==> src/rtl/mac_kbd_host.sv <==
// Host-side initiator for the M0110 keyboard command/response link: resyncs with Model,
// polls with Inquiry, expands 0x79 keypad prefixes via Instant and runs Test on request.
module mac_kbd_host #(
  parameter logic [15:0] POLL_GAP  = 16'h0100,
  parameter logic [21:0] TIMEOUT   = 22'h180000,
  parameter logic [1:0]  MAX_RETRY = 2'd3
) (
  input  logic       clk,
  input  logic       reset,
  input  logic       ce,
  output logic [7:0] cmd_data,
  output logic       cmd_strobe,
  input  logic [7:0] rsp_data,
  input  logic       rsp_strobe,
  input  logic       test_req,
  output logic       key_strobe,
  output logic [6:0] key_code,
  output logic       key_up,
  output logic       key_keypad,
  output logic [7:0] model_id,
  output logic       model_valid,
  output logic       test_done,
  output logic       test_pass,
  output logic       timeout_err
);

  localparam logic [7:0] CMD_MODEL   = 8'h16;
  localparam logic [7:0] CMD_INSTANT = 8'h14;
  localparam logic [7:0] CMD_TEST    = 8'h36;
  localparam logic [7:0] CMD_INQUIRY = 8'h10;
  localparam logic [7:0] RSP_PREFIX  = 8'h79;
  localparam logic [7:0] RSP_NULL    = 8'h7B;
  localparam logic [7:0] RSP_PASS    = 8'h7D;

  typedef enum logic [1:0] {GAP, SEND, WAIT} state_t;
  typedef enum logic [1:0] {OP_MODEL, OP_INSTANT, OP_TEST, OP_INQUIRY} op_t;

  state_t      state;
  op_t         op;
  op_t         next_op;
  logic [7:0]  next_cmd;
  logic [15:0] gap;
  logic [21:0] tmo;
  logic [1:0]  retry;
  logic        resync;
  logic        prefix;
  logic        test_pend;

  // Command priority: resync, then keypad expansion, then a pending test, else a plain poll.
  always_comb begin
    next_op  = OP_INQUIRY;
    next_cmd = CMD_INQUIRY;
    if (resync) begin
      next_op  = OP_MODEL;
      next_cmd = CMD_MODEL;
    end else if (prefix) begin
      next_op  = OP_INSTANT;
      next_cmd = CMD_INSTANT;
    end else if (test_pend) begin
      next_op  = OP_TEST;
      next_cmd = CMD_TEST;
    end
  end

  always_ff @(posedge clk or posedge reset) begin
    if (reset) begin
      state       <= GAP;
      op          <= OP_MODEL;
      gap         <= 16'd0;
      tmo         <= 22'd0;
      retry       <= 2'd0;
      resync      <= 1'b1;
      prefix      <= 1'b0;
      test_pend   <= 1'b0;
      cmd_data    <= 8'h00;
      cmd_strobe  <= 1'b0;
      key_strobe  <= 1'b0;
      key_code    <= 7'd0;
      key_up      <= 1'b0;
      key_keypad  <= 1'b0;
      model_id    <= 8'h00;
      model_valid <= 1'b0;
      test_done   <= 1'b0;
      test_pass   <= 1'b0;
      timeout_err <= 1'b0;
    end else begin
      cmd_strobe  <= 1'b0;
      key_strobe  <= 1'b0;
      test_done   <= 1'b0;
      timeout_err <= 1'b0;
      if (ce) begin
        if (state == SEND && next_op == OP_TEST)
          test_pend <= 1'b0;
        else
          test_pend <= test_pend | test_req;

        case (state)
          GAP: begin
            if (gap >= POLL_GAP - 16'd1) begin
              gap   <= 16'd0;
              state <= SEND;
            end else begin
              gap <= gap + 16'd1;
            end
          end

          SEND: begin
            op         <= next_op;
            cmd_data   <= next_cmd;
            cmd_strobe <= 1'b1;
            tmo        <= 22'd0;
            state      <= WAIT;
          end

          WAIT: begin
            // A reply arriving on the final timeout cycle still counts as a reply.
            if (rsp_strobe) begin
              retry <= 2'd0;
              gap   <= 16'd0;
              state <= GAP;
              case (op)
                OP_MODEL: begin
                  model_id    <= rsp_data;
                  model_valid <= 1'b1;
                  resync      <= 1'b0;
                end
                OP_TEST: begin
                  test_pass <= (rsp_data == RSP_PASS);
                  test_done <= 1'b1;
                end
                default: begin
                  if (op == OP_INQUIRY && rsp_data == RSP_PREFIX) begin
                    prefix <= 1'b1;
                  end else if (rsp_data == RSP_PREFIX || rsp_data == RSP_NULL) begin
                    prefix <= 1'b0;
                  end else begin
                    key_strobe <= 1'b1;
                    key_code   <= rsp_data[6:0];
                    key_up     <= rsp_data[7];
                    key_keypad <= prefix;
                    prefix     <= 1'b0;
                  end
                end
              endcase
            end else if (tmo >= TIMEOUT - 22'd1) begin
              timeout_err <= 1'b1;
              prefix      <= 1'b0;
              tmo         <= TIMEOUT;
              gap         <= 16'd0;
              state       <= GAP;
              // Too many silent polls in a row means the keyboard lost sync: re-identify it.
              if ({1'b0, retry} + 3'd1 >= {1'b0, MAX_RETRY}) begin
                retry       <= 2'd0;
                model_valid <= 1'b0;
                resync      <= 1'b1;
              end else begin
                retry <= retry + 2'd1;
              end
            end else begin
              tmo <= tmo + 22'd1;
            end
          end

          default: state <= GAP;
        endcase
      end
    end
  end

endmodule

==> config.mk <==
export PLATFORM = sky130hd
export DESIGN_NAME = mac_kbd_host
export DESIGN_NICKNAME = d
export VERILOG_FILES = /design/src/rtl/mac_kbd_host.sv
export SDC_FILE = /design/constraint.sdc
export NUM_CORES = 1
export LEC_CHECK = 0
export BUFFER_PORTS_ARGS = -buffer_cell sky130_fd_sc_hd__buf_2
export CELL_PAD_IN_SITES_DETAIL_PLACEMENT = 0
export CELL_PAD_IN_SITES_GLOBAL_PLACEMENT = 1
export CORE_UTILIZATION = 41
export CTS_CLUSTER_SIZE = 24
export DETAILED_ROUTE_END_ITERATION = 8
export GPL_ROUTABILITY_DRIVEN = 0
export PLACE_DENSITY = 0.88
export SYNTH_ARGS = -nofsm -noshare
export SYNTH_HDL_FRONTEND = slang
export SYNTH_SLANG_ARGS = --single-unit
==> constraint.sdc <==
create_clock -name clk -period 2.2 [get_ports clk]
set_clock_uncertainty 0.2 [all_clocks]
set_input_delay 0.22 -clock clk [delete_from_list [all_inputs] [get_ports clk]]
set_output_delay 0.22 -clock clk [all_outputs]
set_load 0.01 [all_outputs]
==> reports/metrics.csv <==
stage;metric;value;unit
setup_path;Worst setup SP type;flop;
cts;Clock Tree Root;clkbuf_8;
sta;final setup fails;0;
hold_path;Min-Delay Path Class;in -> reg;
logic_synthesis;asr flop ratio synth;100;%
global_routing;vias in the first global route;2741;
finish;layout cell share with drive strength beyond 1;28.4;%
setup_path;CP arrival;2.19;ns
pwr;switching power;1.24;mW
sta;final hold viol count;0;
route;number of DRC markers in iteration 0;133;
finish;most common cell after layout, fill and taps aside;dfrtp_1;
run_status;status;finished, final reports clean;
sta;Hold Slack;0.0431;ns
cts;clock sinks;74;
route;WL/cell;15.1;um
setup_path;Setup CP Type;reg -> reg;
route;ANT nets after route;0;
sta;Max Fclk;474;MHz
route;via/cell ratio;5.43;
route;drt total wl;7.92;mm
floorplanning;IO Count;44;
route;First-pass DRT Iterations;4;
logic_synthesis;synthesized flop and latch total;74;
floorplanning;Die Area;8960;um^2
floorplanning;Core Rows;33;
global_routing;gr usage total;19.3;%
finish;Reg area;1850;um^2
pwr;Clk pwr share;24.4;%
global_routing;GR Overflow Total;0;
cts;clk_lat worst skew;0.34;ns
logic_synthesis;Synth Flop Type;dfrtp_1;
logic_synthesis;synthesized area;3520;um^2
cts;H-tree depth;3;
global_routing;initial antenna violation count;0;
sta;final slew viol count;0;
floorplanning;Die Wd;94.7;um
placement;number of port buffers;39;
pwr;Leak;2.01;nW
cts;clk buf depth;2;
finish;fin area;4340;um^2
logic_synthesis;EDFF count, synth;0;
cts;CTS tree;yes;
logic_synthesis;sequential-to-total area share from yosys stat;52.6;%
cts;Num CTS Buffers;9;
pwr;combinational fraction of design power;27.5;%
placement;DP Area;4000;um^2
route;drt drc;0;
route;DR vias;2844;
pwr;peak supply drop;0.298;mV
finish;Final Net Count;429;
finish;area of the multi-input gates;1600;um^2
global_routing;largest net degree at the start of global routing;75;
setup_path;Max FO, Critical Path;10;
logic_synthesis;Syn. warnings;0;
finish;FILL cells;731;
sta;min Tclk post-route;2.11;ns
logic_synthesis;synthesized instance count;335;
setup_path;required time worst endpoint;2.28;ns
finish;Layout area overhead;23.2;%
placement;detailed placement HPWL;5.47;mm
pwr;Internal Power;2.63;mW
pwr;sequential power share;48.1;%
cts;clk slew on worst S/H paths;0.07;ns
floorplanning;Die Y;94.7;um
pwr;power density cells;893;nW/um^2
logic_synthesis;Synth cell types;62;
sta;Tcrit/Tclk final;95.9;%
floorplanning;core area;8260;um^2
finish;ANT cells;0;
setup_path;Crit. End Element;flop;
finish;most frequent cells in the layout;dfrtp_1 (72), buf_2 (39), nor2_1 (33);
job;max-cap viol count;0;
floorplanning;starting density of the core;42.6;%
logic_synthesis;Syn Area/Cell;10.5;um^2
global_routing;first-pass GRT wire length;13.3;mm
pwr;Net Sw Frac;32.1;%
[synthesized netlist by cell type, drive strengths merged, types with 8 or more instances]
library cell | n | area share (%)
nor2 | 33 | 3.5
a21oi | 12 | 1.8
dfrtp | 73 | 52
nand3 | 15 | 2.1
nor3 | 11 | 1.6
o21ai | 13 | 1.8
mux2 | 16 | 5.1
xnor2 | 9 | 2.2
inv | 11 | 1.2
buf | 9 | 1.7
nand2 | 29 | 3.1
nand4 | 8 | 1.8
nor2b | 8 | 1.4
[timing repair]
item / CTS / global route
hold endpoints to repair: 91 / 0
hold buffers: 10 / 0
setup endpoints to repair: 0 / 39
gates resized for setup: 0 / 10
setup buffers: 0 / 2
[critical path, stage by stage (launching register included)]
cell and delay, ns:
dfrtp_1 0.40, nand4b_1 0.23, nor4_4 0.33, buf_4 0.19, a21oi_4 0.08, or4_4 0.49
a21oi_2 0.12
[routing by layer]
metal	GRT usage, %	vias to the layer above	share of wire (%)
met4	5.68	0	1.2
met5	0	-	0
met1	25.3	1425	45
met3	5.31	9	3.1
met2	31.1	42	50
li1	-	1368	-
[stage by stage]
stage	utilization, %	total power [mW]	setup WS (ns)	TNS [ns]	cells
2_1_floorplan	-	2.49	0.108	0	338
3_3_place_gp	48.4	2.88	0.150	0	496
3_5_place_dp	48.4	2.94	0.0474	0	496
4_1_cts	51.8	3.89	0.0373	0	522
5_1_grt	52.5	4.12	-0.00532	-0.00532	524
6_report	52.5	3.87	0.0898	0	524
[worst paths after layout]
| kind | cells after the start | startpoint | end | slack (ns) |
|---|---|---|---|---|
| setup / recovery | 6 | tmo[21]$_DFFE_PP0P_ | gap[11]$_DFFE_PP0P_ | 0.09 |
| hold / removal | 3 | ce | test_pend$_DFFE_PP0P_ | 0.04 |
| setup reg to reg | 6 | tmo[21]$_DFFE_PP0P_ | gap[11]$_DFFE_PP0P_ | 0.09 |
| hold reg to reg | 1 | cmd_data[4]$_DFFE_PP0P_ | cmd_data[4]$_DFFE_PP0P_ | 0.27 |
| max in group asynchronous | 4 | reset | tmo[5]$_DFFE_PP0P_ | 1.15 |
| min in group asynchronous | 4 | reset | test_done$_DFF_PP0_ | 0.33 |
[kinds of logic after synthesis]
| group | after synthesis | synth area share (%) |
|---|---|---|
| other cells | 1 | 0.107 |
| buf+inv | 25 | 3.48 |
| flops | 74 | 52.6 |
| fa+ha+maj | 2 | 0.711 |
| xor+xnor | 14 | 3.48 |
| simple gates | 143 | 22.7 |
| compound gates | 60 | 11.8 |
| mux | 16 | 5.12 |
[power groups by stage]
stage               sequential, mW  combinational (mW)  clock (mW)
global route                  1.91                1.20        1.02
global placement              1.86                1.02           0
finish                        1.86                1.07       0.943
CTS                           1.86                1.07       0.965
detailed placement            1.88                1.05           0
floorplan                     1.94               0.557           0
[state kept, by name (all words and copies together) (netlist names), 2 cells and up]
register  flops
retry         2
key_code      7
model_id      8
cmd_data      4
op            2
state         2
gap          16
tmo          22
[layout make-up]
class,count,share of cell area [%]
flip-flops and latches,74,42.8
clock buffers,14,3.75
repair buffers,78,12.1
clock inverters,2,0.289
multi-input cells,239,36.9
well taps,105,3.03
inverters,12,1.13
Power figures use the tool's default switching activity.
